File: config.mk
export PLATFORM = sky130hd
export DESIGN_NAME = ftdi_tx_arbiter_flat
export DESIGN_NICKNAME = d
export VERILOG_FILES = /design/src/rtl/ftdi_pkg.sv /design/src/rtl/ftdi_tx_arbiter_if.sv /design/src/rtl/ftdi_tx_arbiter_rr_pick.sv /design/src/rtl/ftdi_tx_arbiter.sv /design/src/flat_wrapper.sv
export SDC_FILE = /design/constraint.sdc
export NUM_CORES = 1
export LEC_CHECK = 0
export CORE_MARGIN = 1
export CORE_UTILIZATION = 45
export DETAILED_ROUTE_END_ITERATION = 7
export DONT_BUFFER_PORTS = 1
export PLACE_DENSITY_LB_ADDON = 0.25
export SLEW_MARGIN = 10
export SYNTH_ARGS = -nofsm -noshare
export SYNTH_HDL_FRONTEND = slang
export SYNTH_HIERARCHICAL = 1
export SYNTH_SLANG_ARGS = --single-unit
File: constraint.sdc
create_clock -name clock_in -period 4.1 [get_ports clock_in]
set_clock_uncertainty 0.05 [all_clocks]
set_input_delay 0.82 -clock clock_in [delete_from_list [all_inputs] [get_ports clock_in]]
set_output_delay 0.82 -clock clock_in [all_outputs]
set_load 0.02 [all_outputs]
File: src/rtl/ftdi_pkg.sv
// ----------------------------------------------------------------------------
// ftdi_pkg
// Shared definitions for the FTDI transmit-side blocks.
//   - state_t    : 3-bit encoding of the transmit arbiter state machine
//                  (ST_IDLE, ST_TAG_RQ, ST_TAG_REL, ST_TX_RQ, ST_TX_REL, ST_ACK)
//   - TAG_BASE_DEFAULT : default upper nibble of the channel tag byte
//   - clog2()    : index width helper, usable in parameter expressions
// The tag states are only reachable when FTDI_TAG_EN is defined.
// ----------------------------------------------------------------------------
package ftdi_pkg;

    typedef enum logic [2:0] {
        ST_IDLE    = 3'd0,
        ST_TAG_RQ  = 3'd1,
        ST_TAG_REL = 3'd2,
        ST_TX_RQ   = 3'd3,
        ST_TX_REL  = 3'd4,
        ST_ACK     = 3'd5
    } state_t;

    localparam logic [7:0] TAG_BASE_DEFAULT = 8'hA0;

    // Smallest r with 2**r >= v; returns 1 for v <= 2 so that index
    // vectors are never zero width.
    function automatic int clog2(input int v);
        int r;
        r = 1;
        while ((1 << r) < v) begin
            r = r + 1;
        end
        return r;
    endfunction

endpackage

File: src/rtl/ftdi_tx_arbiter_if.sv
// ----------------------------------------------------------------------------
// ftdi_tx_arbiter_if
// Bundles the requester-side and FTDI-side handshake signals of the
// transmit arbiter.
//   req_data [8*N_REQ] : byte of requester i on bits [8i+7:8i]
//   req_rq   [N_REQ]   : requester i has a byte pending
//   req_st   [N_REQ]   : one-hot, byte of requester i delivered
//   tx_data  [8]       : byte presented to the FTDI block
//   tx_rq              : request toward the FTDI block
//   tx_st              : FTDI block has taken the byte
// Modports:
//   master : arbiter view
//   slave  : environment view (requesters + FTDI block)
// ----------------------------------------------------------------------------
interface ftdi_tx_arbiter_if #(
    parameter int N_REQ = 4
);
    logic [8*N_REQ-1:0] req_data;
    logic [N_REQ-1:0]   req_rq;
    logic [N_REQ-1:0]   req_st;
    logic [7:0]         tx_data;
    logic               tx_rq;
    logic               tx_st;

    modport master (
        input  req_data,
        input  req_rq,
        input  tx_st,
        output req_st,
        output tx_data,
        output tx_rq
    );

    modport slave (
        output req_data,
        output req_rq,
        output tx_st,
        input  req_st,
        input  tx_data,
        input  tx_rq
    );
endinterface

File: src/rtl/ftdi_tx_arbiter_rr_pick.sv
// ----------------------------------------------------------------------------
// rr_pick
// Combinational round-robin priority encoder.
// Searches req starting one position after 'last' and wrapping modulo
// N_REQ; the requester at 'last' itself is checked last, so a requester
// that was just served only wins again when nobody else is asking.
//   req   [N_REQ] : request vector
//   last  [IW]    : index of the most recently served requester
//   valid         : at least one request bit is set
//   idx   [IW]    : index of the winning requester (0 when !valid)
// ----------------------------------------------------------------------------
module rr_pick
    import ftdi_pkg::*;
#(
    parameter int  N_REQ = 4,
    localparam int IW    = clog2(N_REQ)
) (
    input  logic [N_REQ-1:0] req,
    input  logic [IW-1:0]    last,
    output logic             valid,
    output logic [IW-1:0]    idx
);

    always_comb begin
        logic [IW:0] cand;
        valid = 1'b0;
        idx   = '0;
        cand  = '0;
        for (int k = 1; k <= N_REQ; k++) begin
            // last < N_REQ and k <= N_REQ, so one subtraction wraps it.
            cand = {1'b0, last} + (IW+1)'(k);
            if (cand >= (IW+1)'(N_REQ)) begin
                cand = cand - (IW+1)'(N_REQ);
            end
            if (!valid && req[cand[IW-1:0]]) begin
                valid = 1'b1;
                idx   = cand[IW-1:0];
            end
        end
    end

endmodule

File: src/rtl/ftdi_tx_arbiter.sv
// ----------------------------------------------------------------------------
// ftdi_tx_arbiter
// Shares the single FTDI transmit channel between N_REQ requesters with
// round-robin arbitration, one byte per grant. Toward the FTDI block it
// replays the tx_rq/tx_st four-phase handshake; toward each requester it
// offers the same handshake on req_rq/req_st.
//
// Ports:
//   clock_in : system clock (all inputs sampled directly, no synchronisers)
//   reset    : synchronous, active-high
//   bus      : ftdi_tx_arbiter_if.master (req_data, req_rq, req_st,
//              tx_data, tx_rq, tx_st)
//
// Parameters:
//   N_REQ    : number of requesters, 2..16
//   TAG_BASE : upper nibble of the channel tag byte, low nibble must be 0
//
// Build option FTDI_TAG_EN: when defined, every grant first sends the tag
// byte TAG_BASE | gnt through TAG_RQ/TAG_REL, then the data byte; req_st
// pulses only after the data byte. When undefined the state machine is
// IDLE -> TX_RQ -> TX_REL -> ACK.
// ----------------------------------------------------------------------------
module ftdi_tx_arbiter
    import ftdi_pkg::*;
#(
    parameter int         N_REQ    = 4,
    parameter logic [7:0] TAG_BASE = TAG_BASE_DEFAULT
) (
    input  logic              clock_in,
    input  logic              reset,
    ftdi_tx_arbiter_if.master bus
);

    localparam int IW = clog2(N_REQ);

    if (N_REQ < 2) begin : g_nreq_too_small
        $error("ftdi_tx_arbiter: N_REQ must be at least 2");
    end

    if (TAG_BASE[3:0] != 4'h0) begin : g_tag_base_bad
        $error("ftdi_tx_arbiter: TAG_BASE low nibble must be zero");
    end

`ifdef FTDI_TAG_EN
    // The requester index must fit the low nibble of the tag byte.
    if (N_REQ > 16) begin : g_nreq_too_big
        $error("ftdi_tx_arbiter: N_REQ above 16 cannot be tagged");
    end
`endif

    state_t             state_q, state_d;
    logic [IW-1:0]      gnt_q, gnt_d;
    logic [IW-1:0]      last_grant_q, last_grant_d;
    logic [7:0]         tx_data_q, tx_data_d;
    logic               tx_rq_q, tx_rq_d;
    logic [N_REQ-1:0]   req_st_q, req_st_d;
`ifdef FTDI_TAG_EN
    // Data byte parked here while the tag byte occupies tx_data.
    logic [7:0]         byte_q, byte_d;
`endif

    logic               pick_vld;
    logic [IW-1:0]      pick_idx;
    logic [7:0]         pick_data;

    rr_pick #(
        .N_REQ (N_REQ)
    ) u_rr_pick (
        .req   (bus.req_rq),
        .last  (last_grant_q),
        .valid (pick_vld),
        .idx   (pick_idx)
    );

    assign pick_data = bus.req_data[{pick_idx, 3'b000} +: 8];

    always_comb begin
        state_d      = state_q;
        gnt_d        = gnt_q;
        last_grant_d = last_grant_q;
        tx_data_d    = tx_data_q;
        tx_rq_d      = tx_rq_q;
        req_st_d     = req_st_q;
`ifdef FTDI_TAG_EN
        byte_d       = byte_q;
`endif

        unique case (state_q)
            ST_IDLE: begin
                if (pick_vld) begin
                    gnt_d   = pick_idx;
                    tx_rq_d = 1'b1;
`ifdef FTDI_TAG_EN
                    tx_data_d = TAG_BASE | 8'(pick_idx);
                    byte_d    = pick_data;
                    state_d   = ST_TAG_RQ;
`else
                    tx_data_d = pick_data;
                    state_d   = ST_TX_RQ;
`endif
                end
            end

`ifdef FTDI_TAG_EN
            ST_TAG_RQ: begin
                if (bus.tx_st) begin
                    tx_rq_d = 1'b0;
                    state_d = ST_TAG_REL;
                end
            end

            ST_TAG_REL: begin
                if (!bus.tx_st) begin
                    tx_data_d = byte_q;
                    tx_rq_d   = 1'b1;
                    state_d   = ST_TX_RQ;
                end
            end
`endif

            // No timeout: FTDI txe gating may hold tx_st low for a long time.
            ST_TX_RQ: begin
                if (bus.tx_st) begin
                    tx_rq_d = 1'b0;
                    state_d = ST_TX_REL;
                end
            end

            ST_TX_REL: begin
                if (!bus.tx_st) begin
                    req_st_d = (N_REQ)'(1) << gnt_q;
                    state_d  = ST_ACK;
                end
            end

            // If the requester already dropped req_rq during the transfer,
            // req_st is high for exactly one cycle.
            ST_ACK: begin
                if (!bus.req_rq[gnt_q]) begin
                    req_st_d     = '0;
                    last_grant_d = gnt_q;
                    state_d      = ST_IDLE;
                end
            end

            default: begin
                tx_rq_d  = 1'b0;
                req_st_d = '0;
                state_d  = ST_IDLE;
            end
        endcase
    end

    always_ff @(posedge clock_in) begin
        if (reset) begin
            state_q      <= ST_IDLE;
            gnt_q        <= '0;
            // Requester 0 wins the first arbitration after reset.
            last_grant_q <= IW'(N_REQ - 1);
            tx_data_q    <= 8'h00;
            tx_rq_q      <= 1'b0;
            req_st_q     <= '0;
`ifdef FTDI_TAG_EN
            byte_q       <= 8'h00;
`endif
        end else begin
            state_q      <= state_d;
            gnt_q        <= gnt_d;
            last_grant_q <= last_grant_d;
            tx_data_q    <= tx_data_d;
            tx_rq_q      <= tx_rq_d;
            req_st_q     <= req_st_d;
`ifdef FTDI_TAG_EN
            byte_q       <= byte_d;
`endif
        end
    end

    assign bus.tx_data = tx_data_q;
    assign bus.tx_rq   = tx_rq_q;
    assign bus.req_st  = req_st_q;

endmodule

File: src/flat_wrapper.sv
// flat-port wrapper written by rule: the top's interface ports become plain ports
module ftdi_tx_arbiter_flat import ftdi_pkg::*;
#(
    parameter int         N_REQ    = 4,
    parameter logic [7:0] TAG_BASE = TAG_BASE_DEFAULT
)
  (clock_in, reset, bus_req_data, bus_req_rq, bus_tx_st, bus_req_st, bus_tx_data, bus_tx_rq);
  ftdi_tx_arbiter_if #(.N_REQ(N_REQ)) bus_i ();
  input  logic clock_in;
  input  logic reset;
  input wire logic [$bits(bus_i.req_data)-1:0] bus_req_data;
  input wire logic [$bits(bus_i.req_rq)-1:0] bus_req_rq;
  input wire logic [$bits(bus_i.tx_st)-1:0] bus_tx_st;
  output wire logic [$bits(bus_i.req_st)-1:0] bus_req_st;
  output wire logic [$bits(bus_i.tx_data)-1:0] bus_tx_data;
  output wire logic [$bits(bus_i.tx_rq)-1:0] bus_tx_rq;
  assign bus_i.req_data = bus_req_data;
  assign bus_i.req_rq = bus_req_rq;
  assign bus_i.tx_st = bus_tx_st;
  assign bus_req_st = bus_i.req_st;
  assign bus_tx_data = bus_i.tx_data;
  assign bus_tx_rq = bus_i.tx_rq;
  ftdi_tx_arbiter #(.N_REQ(N_REQ), .TAG_BASE(TAG_BASE)) u_core (.clock_in(clock_in), .reset(reset), .bus(bus_i));
endmodule
==> results of run 1 <==
==> synth_stat cells, drive strengths merged (3+ instances only) <==
| cell | number |
|---|---|
| inv | 4 |
| nor2 | 7 |
| nand2 | 22 |
| nor2b | 3 |
| mux2i | 7 |
| clkbuf | 8 |
| a21oi | 16 |
| nand2b | 8 |
| dfxtp | 20 |
| mux4 | 9 |
==> state kept, by name, summed over array words and instances (netlist names) <==
signal,cells
u_core/bus.req_st,4
u_core/last_grant_q,2
u_core/bus.tx_data,8
u_core/gnt_q,2
u_core/bus.tx_rq,1
u_core/state_q,3
==> cell families after synthesis <==
logic type / after synthesis / share of synthesized area [%]
flops: 20 / 32.8
simple gates: 56 / 24.5
buf+inv: 13 / 5.95
mux: 16 / 22.4
xor+xnor: 1 / 0.718
compound gates: 26 / 13.6
==> layer usage <==
metal  vias to the layer above  GRT usage [%]  part of all wire, %
met2                        51           27.8                   48
met5                         -              0                    0
met3                         4           5.08                  7.8
met1                       474           20.0                   42
li1                        468              -                    -
met4                         0           10.7                  1.6
==> worst paths after layout <==
kind,endpoint,slack [ns],depth (start not counted)
worst max register to register,u_core/bus.req_st[3],1.87,3
worst min register to register,u_core/bus.tx_data[6],0.51,2
worst max-delay path,u_core/bus.req_st[3],1.87,3
worst min-delay path,u_core/bus.tx_data[6],0.51,2
==> critical path: stages (launching register included) <==
cell and delay [ns]:
dfxtp_1 0.49, mux4_2 0.60, a222oi_1 0.77, mux2i_1 0.26
==> metrics by stage <==
stage	total power, mW	instances	util [%]	instance area, sq um
after global placement	0.375	153	47.6	1200
after detailed placement	0.379	153	47.6	1200
after CTS	0.494	157	49.0	1240
final	0.489	157	49.0	1240
after floorplan	0.369	132	-	1220
after global routing	0.521	157	49.0	1240
==> cell type report <==
cell class                 count  area (sq um)  area share (%)
clock buffer                   4          36.3            2.94
inverter                       4          15.0            1.21
multi-input combinational     99           747            60.4
sequential                    20           400            32.4
tap                           30          37.5            3.04
==> report_power, final <==
group | total, mW | internal, mW | switching, mW
Clock | 0.114 | 0.0542 | 0.0600
Combinational | 0.113 | 0.0586 | 0.0543
Sequential | 0.262 | 0.215 | 0.0474
==> placed cells by master (no fill, tap or decap) <==
cell type	count
clkbuf_4	3
a21o_1	1
inv_1	4
mux2i_1	7
a211oi_1	2
nand2_1	22
nor4b_2	1
or4b_2	1
nand4b_1	1
nor3_1	1
nor2b_1	3
nor2_1	7
or3b_2	1
xnor2_1	1
and3b_1	1
nor3b_1	1
dfxtp_1	20
nand2b_1	8
a21oi_2	1
clkbuf_8	1
a222oi_1	1
o21ai_0	2
a21oi_1	15
a31oi_1	1
nand4_1	2
mux4_2	9
nand3_1	2
a221oi_1	1
and2b_1	2
o221ai_2	1
nand3b_1	1
o21ba_2	1
nor4_1	2
==> reports/metrics.cfg, run 1 <==
[global_routing]
grt_max_degree = 25
grt_pass1_wl_mm = 3.52
first_global_vias = 844
grtUsageTotal_pct = 17.3
antenna_found_initial = 0
grt-ovfl-total = 0

[drt]
routedWlPerCell_um = 15.2
first_pass_iters = 4
vias = 997
viasPerCell = 6.35
drt_iter0_markers = 27
drc = 0
routed_wl_mm = 2.39
postRouteAntennaNets = 0

[clock_tree]
worstSkewPairLatency_ns = 0.30
cts_tree = built
clk_path_buf_depth = 2
cts_sinks = 20
path_clk_slew_ns = 0.11
postCtsHoldBufs = 0
cts_setup_buffers = 0
cts_htree_levels = 1
cts_buffers = 3
root_buffer = clkbuf_4
cts_resized = 0

[synthesis]
synth.top_cell.area_share_pct = 32.8
syn-mean-instance-area_sq_um = 9.24
ys_types = 35
synth_area_leaders = dfxtp_1 33%, mux4_2 17%, nand2_1 6.8%
synthFlopType = dfxtp_1
synth_edf_count = 0
syn-instance-count = 132
syn_nets = 171
netlist_area_sq_um = 1220
synth.ff_latch_count = 20
yosysSeqAreaShare_pct = 32.8
synth_largest_area_cell = dfxtp_1
async_flop_share_pct = 0
ys_warn_count = 6

[cells_and_area]
diodes = 0
layout.nets = 167
fill_cells = 236
area_growth_pct = 1.33
drive_gt1_share_pct = 15.0

[worst_setup_path]
path_class = reg2reg
start_kind = register
r2r-start = u_core/gnt_q[0]
worstPathRequired_ns = 4.29
crit_arrival_ns = 2.41
cp-end-kind = register
crit_fanout = 6
setup.worst_path.start = u_core/gnt_q[0]

[place]
gp_congestion = 0.706
preCtsSetupSlack_ns = 1.55
portBuffers = 0
dp_hpwl_mm = 1.77

[floorplanning]
io_pins = 52
die_width_um = 54.1
coreArea_sq_um = 2520
die_area_sq_um = 2920
floorplan.initialDensity_pct = 48.4
die-height_um = 54.1
row_count = 18

[run_status]
outcome = completed

[power_and_ir_drop]
leakage_nw = 0.425
ir_worst_vdd_mv = 0.209
p_per_area_nw_per_um2 = 396

[timing]
relSlewSlack_pct = 43.8
timing_hold_violations_final = 0
worst_pin_slew_ns = 0.844
slew_viol_final = 0
setup_violations = 0
min_period_over_period_pct = 54.3
rsz0062_at_grt = false
fin_crit_ns = 2.23
fin_ws_ns = 1.87
holdWs_ns = 0.508
tns_ns = 0
maxClockFrequency_mhz = 449

[flow_run]
maxCapViolCount = 0

[hold_path]
hp-start = u_core/bus.tx_data[6]
hold_path.class = reg2reg

(Power assumes the default switching activity.)
==> run 2: changes to the inputs <==
- clock period: 4.1 -> 2.3 ns (I/O delays scaled with it)
==> run 2 against run 1 <==
First-iteration DRC count decreased by 22%. Critical path type unchanged. Global-route usage down 0.92 points. Critical endpoint is now u_core/bus.tx_data[3]. Sequential share of layout area shrank 1.2 points. Non-clock buffer count is 4 higher. Hold slack got worse by 0.35 ns. Largest cell class unchanged.
==> reports/metrics.cfg, run 2 (synthesis results as in run 1) <==
[run_status]
outcome = completed

[floorplanning]
die_area_sq_um = 2920  ; unchanged
floorplan.initialDensity_pct = 48.4  ; unchanged
row_count = 18  ; unchanged
die_width_um = 54.1  ; unchanged
coreArea_sq_um = 2520  ; unchanged
die-height_um = 54.1  ; unchanged
io_pins = 52  ; unchanged

[clock_tree]
cts_sinks = 20  ; unchanged
cts_buffers = 3  ; unchanged
worstSkewPairLatency_ns = 0.30  ; about the same
postCtsHoldBufs = 0  ; unchanged
root_buffer = clkbuf_4
cts_htree_levels = 1  ; unchanged
path_clk_slew_ns = 0.12  ; about the same
cts_setup_buffers = 0  ; unchanged
cts_resized = 0  ; unchanged
clk_path_buf_depth = 2  ; unchanged
cts_tree = built

[timing]
tns_ns = 0  ; unchanged
fin_ws_ns = 0.450  ; -1.42 ns
worst_pin_slew_ns = 0.803  ; -0.0408 ns
slew_viol_final = 0  ; unchanged
relSlewSlack_pct = 46.3  ; +2.6 points
min_period_over_period_pct = 80.4  ; +26 points
maxClockFrequency_mhz = 540  ; +20%
holdWs_ns = 0.157  ; -0.351 ns
fin_crit_ns = 1.85  ; -0.378 ns
setup_violations = 0  ; unchanged
timing_hold_violations_final = 0  ; unchanged
rsz0062_at_grt = false

[power_and_ir_drop]
p_total_uw = 973  ; +99%
p_per_area_nw_per_um2 = 758  ; +92%
leakage_nw = 0.452  ; +6.5%
ir_worst_vdd_mv = 0.363  ; +74%

[place]
portBuffers = 0  ; unchanged
dp_hpwl_mm = 1.75  ; -1.0%
gp_congestion = 0.739  ; +4.7%
preCtsSetupSlack_ns = 0.370  ; -1.18 ns
placed_cell_area_sq_um = 1230  ; +2.5%
placed_cells = 157  ; +2.6%

[global_routing]
grt_max_degree = 25  ; unchanged
grtUsageTotal_pct = 16.4  ; -0.92 points
antenna_found_initial = 0  ; unchanged
first_global_vias = 820  ; -2.8%
grt-ovfl-total = 0  ; unchanged
grt_pass1_wl_mm = 3.40  ; -3.4%

[drt]
first_pass_iters = 4  ; unchanged
postRouteAntennaNets = 0  ; unchanged
vias = 966  ; -3.1%
drt_iter0_markers = 21  ; -22%
routed_wl_mm = 2.35  ; -1.6%
drc = 0  ; unchanged
viasPerCell = 6.00  ; -5.5%
routedWlPerCell_um = 14.6  ; -4.0%

[cells_and_area]
largest_reg_flops = 8  ; unchanged
layout.nets = 171  ; +2.4%
final_area_sq_um = 1280  ; +3.7%
final_common_cell = nand2_1
area_growth_pct = 5.13
fin_util_pct = 50.8  ; +1.8 points
mostFrequentLayoutCells = 22 x nand2_1, 20 x dfxtp_1, 15 x a21oi_1
fin_cells = 161  ; +2.5%
diodes = 0  ; unchanged
drive_gt1_share_pct = 17.6  ; +2.6 points

[worst_setup_path]
worstPathRequired_ns = 2.45  ; -1.84 ns
start_kind = register
crit_arrival_ns = 2.00  ; -0.41 ns
crit_fanout = 9  ; +3
rrSetupSlack_ns = 0.45  ; -1.42 ns
path_class = reg2reg
cp-end-kind = register

[flow_run]
maxCapViolCount = 0  ; unchanged

[hold_path]
hold_path.class = in2reg

-- run 2: layout make-up --
type / count / area, sq um
clock buffer: 3 / 22.5
clock inverter: 1 / 30.0
fill: 243 / 1240
inverter: 4 / 15.0
multi-input combinational: 99 / 747
sequential: 20 / 400
tap: 30 / 37.5
timing repair buffer: 4 / 30.0
-- run 2: path summary, 6_finish.rpt --
| check | from | end | cells after the start |
|---|---|---|---|
| max | u_core/last_grant_q[1] | u_core/bus.tx_data[3] | 7 |
| min | reset | u_core/state_q[2] | 1 |
| max reg2reg | u_core/last_grant_q[1] | u_core/bus.tx_data[3] | 7 |
| min reg2reg | u_core/bus.tx_data[7] | u_core/bus.tx_data[7] | 2 |
-- run 2: power by group --
part	internal, mW	leakage [nW]	switching [mW]
logic	0.116	0.261	0.101
clock network	0.176	0.0279	0.115
registers	0.383	0.164	0.0827
total	0.675	0.452	0.298
-- run 2: worst max-delay path, cell delays in order (launching register included) --
cell and delay (ns):
dfxtp_1 0.45, nand2b_1 0.16, a21oi_2 0.06, o221ai_2 0.15
buf_4 0.23, mux4_2 0.51, nand2_1 0.08, a21oi_1 0.07
-- run 2: metal layers --
metal	track usage [%]	part of all wire, %
met1	20.1	44
met2	26.5	49
met3	4.24	6.3
met4	7.69	0.81
met5	0	0
==> run 3: changes to the inputs <==
- clock period: 2.3 -> 1.7 ns (I/O delays scaled with it)
==> run 3 against run 2 <==
The flow now finishes with violations (negative setup slack). Register-to-register slack got worse by 0.48 ns. Critical path depth unchanged. Combinational power up 73%. Non-clock buffer count grew 7. Fmax increased by 6.7%. Critical endpoint unchanged. Largest cell class unchanged.
==> reports/metrics.cfg, run 3 (synthesis results as in run 1) <==
[drt]
drc = 0  ; unchanged
routed_wl_mm = 2.65  ; +13%
drt_iter0_markers = 33  ; +57%
viasPerCell = 5.90  ; -1.7%
first_pass_iters = 6  ; +2
vias = 991  ; +2.6%
routedWlPerCell_um = 15.7  ; +7.9%
postRouteAntennaNets = 0  ; unchanged

[worst_setup_path]
r2r-start = u_core/last_grant_q[1]
crit_family = multiplexers
cp_slowest_cell = mux4_2
r2r_cells = 7  ; unchanged
cp-end-kind = register
path_class = reg2reg
crit_arrival_ns = 1.89  ; -0.11 ns
crit_fanout = 9  ; unchanged
worstPathRequired_ns = 1.85  ; -0.60 ns
cp_num_buf_inv = 1  ; unchanged
start_kind = register
cp_cell_sequence = nand2b_4 > a21oi_2 > o221ai_2 > buf_12 > mux4_2 > nand2_2 > a21oi_2
crit_top_cell = a21oi_2
r2r_end = u_core/bus.tx_data[3]
cpPeakStageDelay_ns = 0.51  ; about the same
rrSetupSlack_ns = -0.03  ; -0.48 ns

[cells_and_area]
largest_reg_flops = 8  ; unchanged
final_area_sq_um = 1380  ; +7.5%
area_growth_pct = 13.0
diodes = 0  ; unchanged
fill_cells = 240  ; -1.2%
fin_cells = 168  ; +4.3%
drive_gt1_share_pct = 27.5  ; +10 points
layout.nets = 178  ; +4.1%
mostFrequentLayoutCells = 20 x nand2_1, 18 x dfxtp_1, 13 x a21oi_1
fin_util_pct = 54.7  ; +3.8 points
final_common_cell = nand2_1

[place]
gp_congestion = 0.792  ; +7.2%
placed_cells = 164  ; +4.5%
dp_hpwl_mm = 1.95  ; +11%
preCtsSetupSlack_ns = -0.137  ; -0.507 ns
placed_cell_area_sq_um = 1300  ; +5.4%
portBuffers = 0  ; unchanged

[clock_tree]
root_buffer = clkbuf_4
postCtsHoldBufs = 0  ; unchanged
cts_resized = 5  ; +5
cts_setup_buffers = 0  ; unchanged
cts_tree = built
clk_path_buf_depth = 2  ; unchanged
worstSkewPairLatency_ns = 0.30  ; about the same
cts_sinks = 20  ; unchanged
cts_htree_levels = 1  ; unchanged
cts_buffers = 3  ; unchanged
path_clk_slew_ns = 0.12  ; about the same

[floorplanning]
die_area_sq_um = 2920  ; unchanged
coreArea_sq_um = 2520  ; unchanged
die-height_um = 54.1  ; unchanged
die_width_um = 54.1  ; unchanged
row_count = 18  ; unchanged
io_pins = 52  ; unchanged
floorplan.initialDensity_pct = 48.4  ; unchanged

[hold_path]
hold_path_depth = 1  ; unchanged
hold_path.class = in2reg
hp-start = reset
min_to = u_core/bus.tx_data[0]

[global_routing]
grt-ovfl-total = 0  ; unchanged
grt_max_degree = 25  ; unchanged
antenna_found_initial = 0  ; unchanged
grt_pass1_wl_mm = 3.77  ; +11%
first_global_vias = 877  ; +7.0%
grtUsageTotal_pct = 17.7  ; +1.4 points

[run_status]
violations = negative setup slack
outcome = complete, but fails checks

[flow_run]
maxCapViolCount = 0  ; unchanged

[timing]
tns_ns = -0.153  ; -0.153 ns
min_period_over_period_pct = 102  ; +22 points
holdWs_ns = 0.0429  ; -0.114 ns
fin_crit_ns = 1.73  ; -0.116 ns
timing_hold_violations_final = 0  ; unchanged
rsz0062_at_grt = true
fin_ws_ns = -0.0339  ; -0.484 ns
setup_violations = 8  ; +8
relSlewSlack_pct = 78.5  ; +32 points
slew_viol_final = 0  ; unchanged
worst_pin_slew_ns = 0.320  ; -0.483 ns
maxClockFrequency_mhz = 577  ; +6.7%

[power_and_ir_drop]
p_total_mw = 1.37  ; +41%
p_per_area_nw_per_um2 = 991  ; +31%
ir_worst_vdd_mv = 0.618  ; +70%
leakage_nw = 0.504  ; +11%

-- run 3: changes by cell type in the layout (fill, tap and decap cells not counted), moves of 2 or more --
cell / delta
a21oi_1: -2
a21oi_2: +2
buf_4: +6
dfxtp_1: -2
nand2_1: -2
nand2_2: +2
-- run 3: final cells by class --
cell class / instances / area, sq um / area share [%]
Sequential cell: 20 / 405 / 29.4
Multi-Input combinational cell: 99 / 773 / 56.1
Inverter: 4 / 15.0 / 1.09
Clock inverter: 1 / 30.0 / 2.18
Clock buffer: 3 / 22.5 / 1.63
Tap cell: 30 / 37.5 / 2.72
Timing Repair Buffer: 11 / 95.1 / 6.90
-- run 3: worst register-to-register path, cell delays in order, from the launching register on --
cell	delay [ns]
dfxtp_4	0.40
nand2b_4	0.13
a21oi_2	0.05
o221ai_2	0.20
buf_12	0.17
mux4_2	0.51
nand2_2	0.09
a21oi_2	0.05
-- run 3: worst max path at each step --
stage	start	endpoint	slack, ns	depth (start not counted)
after floorplan	u_core/gnt_q[0]	u_core/bus.req_st[0]	-0.17	3
after global placement	u_core/last_grant_q[1]	u_core/bus.tx_data[5]	-0.05	7
after detailed placement	u_core/last_grant_q[1]	u_core/bus.tx_data[3]	-0.14	7
after CTS	u_core/last_grant_q[1]	u_core/bus.tx_data[3]	-0.05	7
after global routing	u_core/last_grant_q[1]	u_core/bus.tx_data[1]	-0.11	7
final	u_core/last_grant_q[1]	u_core/bus.tx_data[3]	-0.03	7
-- run 3: power by group --
part	switching, mW	leakage (nW)	internal (mW)
combinational	0.182	0.312	0.191
sequential	0.0858	0.164	0.517
clock	0.153	0.0279	0.238
-- run 3: layer usage --
metal	GRT usage, %	vias to the layer above	wire length [um]
met4	6.41	0	43
met1	23.9	465	1170
met2	28.8	32	1300
met3	2.26	4	127
li1	-	490	-
met5	0	-	0
